**src/rtl/sap_pkg.sv**
```systemverilog
// Shared SAP-1 definitions: opcodes, T-states, control-word layout and idle value.
// The SAP datapath imports this package too.
package sap_pkg;

    typedef enum logic [3:0] {
        OP_LDA = 4'b0000,
        OP_ADD = 4'b0001,
        OP_SUB = 4'b0010,
        OP_OUT = 4'b1110,
        OP_HLT = 4'b1111
    } opcode_e;

    // One-hot ring; the all-zero code is the terminal HALT state.
    typedef enum logic [5:0] {
        T_HALT = 6'b000000,
        T1     = 6'b000001,
        T2     = 6'b000010,
        T3     = 6'b000100,
        T4     = 6'b001000,
        T5     = 6'b010000,
        T6     = 6'b100000
    } t_state_e;

    typedef struct packed {
        logic cp;
        logic ep;
        logic lm_n;
        logic ce_n;
        logic li_n;
        logic ei_n;
        logic la_n;
        logic ea;
        logic su;
        logic eu;
        logic lb_n;
        logic lo_n;
    } con_t;

    localparam int CON_CP   = 11;
    localparam int CON_EP   = 10;
    localparam int CON_LM_N = 9;
    localparam int CON_CE_N = 8;
    localparam int CON_LI_N = 7;
    localparam int CON_EI_N = 6;
    localparam int CON_LA_N = 5;
    localparam int CON_EA   = 4;
    localparam int CON_SU   = 3;
    localparam int CON_EU   = 2;
    localparam int CON_LB_N = 1;
    localparam int CON_LO_N = 0;

    localparam logic [11:0] CON_IDLE = 12'h3E3;

    // Anything that is not a real instruction only runs the fetch cycle.
    function automatic logic is_nop(input logic [3:0] op);
        return !(op inside {OP_LDA, OP_ADD, OP_SUB, OP_OUT, OP_HLT});
    endfunction

endpackage

```
**src/rtl/sap_ring_counter.sv**
```systemverilog
// One-hot T-state sequencer with run hold, early wrap to T1 and a terminal HALT state.
module sap_ring_counter
    import sap_pkg::*;
(
    input  logic     clock,
    input  logic     reset,
    input  logic     run,
    input  logic     halt_req,
    input  logic     wrap,
    output t_state_e state
);

    t_state_e state_q;
    t_state_e state_d;

    always_ff @(posedge clock or negedge reset) begin
        if (!reset) begin
            state_q <= T1;
        end else begin
            state_q <= state_d;
        end
    end

    always_comb begin
        state_d = state_q;
        if (state_q != T_HALT && run) begin
            if (halt_req) begin
                state_d = T_HALT;
            end else if (wrap) begin
                state_d = T1;
            end else begin
                case (state_q)
                    T1:      state_d = T2;
                    T2:      state_d = T3;
                    T3:      state_d = T4;
                    T4:      state_d = T5;
                    T5:      state_d = T6;
                    T6:      state_d = T1;
                    default: state_d = T1;
                endcase
            end
        end
    end

    assign state = state_q;

endmodule

```
**src/rtl/sap_controller.sv**
```systemverilog
// SAP-1 controller-sequencer: decodes the live opcode against the registered T-state
// into the 12-bit control word, with zero latency from state to control.
module sap_controller
    import sap_pkg::*;
#(
    parameter bit SHORT_CYCLE = 1'b0
) (
    input  logic        clock,
    input  logic        reset,
    input  logic        run,
    input  logic [3:0]  opcode,
    output logic [11:0] con,
    output logic [5:0]  t_state,
    output logic        halted
);

    t_state_e state;
    logic     halt_req;
    logic     wrap;
    con_t     con_s;

    sap_ring_counter u_ring (
        .clock    (clock),
        .reset    (reset),
        .run      (run),
        .halt_req (halt_req),
        .wrap     (wrap),
        .state    (state)
    );

    // Reset and run=0 both force the idle word; only one bus driver per state.
    always_comb begin
        con_s    = con_t'(CON_IDLE);
        halt_req = 1'b0;
        if (reset && run) begin
            case (state)
                T1: begin
                    con_s.ep   = 1'b1;
                    con_s.lm_n = 1'b0;
                end
                T2: con_s.cp = 1'b1;
                T3: begin
                    con_s.ce_n = 1'b0;
                    con_s.li_n = 1'b0;
                end
                T4: begin
                    case (opcode)
                        OP_LDA, OP_ADD, OP_SUB: begin
                            con_s.ei_n = 1'b0;
                            con_s.lm_n = 1'b0;
                        end
                        OP_OUT: begin
                            con_s.ea   = 1'b1;
                            con_s.lo_n = 1'b0;
                        end
                        OP_HLT:  halt_req = 1'b1;
                        default: ;
                    endcase
                end
                T5: begin
                    case (opcode)
                        OP_LDA: begin
                            con_s.ce_n = 1'b0;
                            con_s.la_n = 1'b0;
                        end
                        OP_ADD, OP_SUB: begin
                            con_s.ce_n = 1'b0;
                            con_s.lb_n = 1'b0;
                            con_s.su   = (opcode == OP_SUB);
                        end
                        default: ;
                    endcase
                end
                T6: begin
                    if (opcode == OP_ADD || opcode == OP_SUB) begin
                        con_s.eu   = 1'b1;
                        con_s.la_n = 1'b0;
                        con_s.su   = (opcode == OP_SUB);
                    end
                end
                default: ;
            endcase
        end
    end

    // Early return to T1 after the last state that does any work.
    always_comb begin
        wrap = 1'b0;
        if (SHORT_CYCLE) begin
            case (state)
                T3:      wrap = is_nop(opcode);
                T4:      wrap = (opcode == OP_OUT);
                T5:      wrap = (opcode == OP_LDA);
                default: wrap = 1'b0;
            endcase
        end
    end

    assign con     = con_s;
    assign t_state = state;
    assign halted  = (state == T_HALT);

endmodule

```
**config.mk**
```make
export PLATFORM = sky130hd
export DESIGN_NAME = sap_controller
export DESIGN_NICKNAME = d
export VERILOG_FILES = /design/src/rtl/sap_pkg.sv /design/src/rtl/sap_ring_counter.sv /design/src/rtl/sap_controller.sv
export SDC_FILE = /design/constraint.sdc
export NUM_CORES = 1
export LEC_CHECK = 0
export ABC_AREA = 1
export BUFFER_PORTS_ARGS = -buffer_cell sky130_fd_sc_hd__buf_2
export CORE_AREA = 2 2 39 41
export DETAILED_ROUTE_END_ITERATION = 10
export DIE_AREA = 0 0 41 43
export PLACE_DENSITY = 0.71
export SYNTH_ARGS = -nofsm -noshare
export SYNTH_HDL_FRONTEND = slang
export SYNTH_SLANG_ARGS = --single-unit
```
**constraint.sdc**
```tcl
create_clock -name clock -period 3.7 [get_ports clock]
set_clock_uncertainty 0.15 [all_clocks]
set_input_delay 0.185 -clock clock [delete_from_list [all_inputs] [get_ports clock]]
set_output_delay 0.185 -clock clock [all_outputs]
set_load 0.05 [all_outputs]
```
==> flow_metrics.tcl <==
set metrics [dict create \
    dieHeight_um 43 \
    die_w_um 41 \
    io_pins 26 \
    setup.worst_path.start_class "primary input" \
    crit_start "reset" \
    grt_max_degree 11 \
    p_total_uw 542.9 \
    critPathKind "in2out" \
    ctsResizeCount 0 \
    clockBufferDepth 2 \
    syn_area_um2 528.0 \
    post_cts_buffers 0 \
    finalCritPeriodShare 0.5500 \
    final_antenna_net_count 0 \
    start_util 0.3816 \
    ys_top_cells_by_area "dfrtp_1 (24%), nand2_1 (15%), nor2_1 (10%), nand3_1 (9.5%), inv_1 (5.7%)" \
    vias 637 \
    dp_hpwl_um 1072 \
    wl_per_cell_um 10.24 \
    diodes 0 \
    worstPathRequired_ps 3370 \
    setup_tns_ps 0 \
    rows 14 \
    synth-seq-cells 6 \
    final_area_um2 709.4 \
    tightest_slew_ps 296.5 \
    grt_remaining_overflow 0 \
    syn-num-nets 92 \
    grt_pass1_vias 500 \
    synth_warnings 0 \
    htree_levels 1 \
    synth_seq_area_share 0.2867 \
    leakagePower_uw 0.0003697 \
    ys_types 17 \
    route.detailed.drc 0 \
    fin_nets 123 \
    slew_headroom 0.8016 \
    slew_violations 0 \
    endpoint_kind "primary output" \
    area_growth_pct 34.36 \
    cts_tree "done" \
    arrival_ps 1700 \
    root_buffer "clkbuf_4" \
    via_per_inst 4.863 \
    synth.avg_cell_area_um2 6.212 \
    min_from "run" \
    dieArea_um2 1763 \
    grt_use_total 0.1705 \
    maxClockFrequency_ghz 0.4914 \
    dpl_cell_area_um2 673.1 \
    ir_worst_vdd_uv 247.1 \
    final_cells 131 \
    cellPowerDensity_nw_per_um2 765.3 \
    yosysTopAreaCell "dfrtp_1" \
    synth_cells 85 \
    routed_wl_um 1342 \
    period_needed_ps 2035 \
    portBuffers 25 \
    final.fill_count 156 \
    drt-pass1-iter-count 4 \
    clk_latency_ps 250 \
    grt_setup_unrepaired "no" \
    drt-initial-drc-count 17 \
    drv_cap 0 \
    timing.rr.start "u_ring.state[2]" \
    utilization 0.5127 \
    hold_path.class "in2reg" \
    cts.sinks 6 \
    cts_made_buffers 3 \
    antenna_found_initial 0 \
    core-area_um2 1384 \
    yosysTopAreaCellShare 0.2370 \
    largest_reg_flops 6 \
    grt_pass1_wl_um 2063 \
    path_max_fanout 7 \
    hold_viol 0 \
    placed_cells 126 \
    final_layout_size_suffix_gt1_frac 0.3652 \
    setup-violations-final 0 \
    status "finished clean" \
    path_clk_slew_ps 50 \
    gp_congestion 0.7612 \
]
## metrics by stage
step	hold WS, ps	worst slack, ps
finish	48.01	1665
global route	58.72	1556
CTS	46.39	1650
detailed placement	-116.5	1936
global placement	-119.1	1910
floorplan	-260.6	1205
## synthesized netlist by cell type
library cell / count
nand3_1: 10
dfstp_2: 1
inv_2: 5
dfrtp_1: 5
nor2_4: 2
nand2_2: 2
o21ai_1: 5
inv_1: 8
o21ai_4: 1
o21ai_0: 2
nor2_2: 1
nand4_1: 4
a21oi_1: 1
nor3_2: 2
nand2_1: 21
clkinv_1: 1
nor2_1: 14
## power breakdown
part	internal [µW]	switching [µW]	total, µW
logic	84.7	270	355
registers	91.4	31.3	123
clock network	40.9	24.6	65.5
## cells by family (layout without fill, tap and decap cells)
logic type / after synthesis / count (layout) / synth area share
AOI/OAI and AO/OA: 9 / 9 / 0.1066
buffers and inverters: 14 / 44 / 0.09953
DFF: 6 / 6 / 0.2867
and+or+nand+nor: 56 / 56 / 0.5071
## worst paths after layout
check                                   to  slack (ps)  depth (start not counted)
setup / recovery                    con[3]        1660                          7
hold reg to reg            u_ring.state[0]         360                          2
min in group asynchronous  u_ring.state[5]         150                          2
max in group asynchronous  u_ring.state[0]        3000                          2
hold / removal             u_ring.state[5]          50                          2
setup reg to reg           u_ring.state[1]        2260                          4
## final cells by class
cell class	count	area, µm²	area share
Clock buffer	4	26.28	0.03704
Inverter	14	52.55	0.07407
Multi-Input combinational cell	65	324.1	0.4568
Sequential cell	6	151.4	0.2134
Tap cell	16	20.02	0.02822
Timing Repair Buffer	26	135.1	0.1905
## worst max-delay path: stages
cell	delay (ps)
dlygate4sd3_1	520
buf_2	200
nand2_2	150
inv_2	140
nand3_1	80
a21oi_1	140
buf_2	280
## layout by cell type (no fill, tap or decap), types with 2 or more instances in the layout
| cell | instances |
|---|---|
| buf_2 | 25 |
| clkbuf_4 | 3 |
| dfrtp_1 | 5 |
| inv_1 | 8 |
| inv_2 | 5 |
| nand2_1 | 21 |
| nand2_2 | 2 |
| nand3_1 | 10 |
| nand4_1 | 4 |
| nor2_1 | 14 |
| nor2_4 | 2 |
| nor3_2 | 2 |
| o21ai_0 | 2 |
| o21ai_1 | 5 |
## routing by layer
metal / track usage / share of wire
met5: 0 / 0
met4: 0.08000 / 0.016
met3: 0.01571 / 0.066
met2: 0.2469 / 0.44
met1: 0.2451 / 0.48
## repair_timing
item                                   CTS  global route
setup endpoints to repair                0             0
hold buffers                             1             0
endpoints found under the hold margin    6             0
Power figures use the tool's default switching activity.
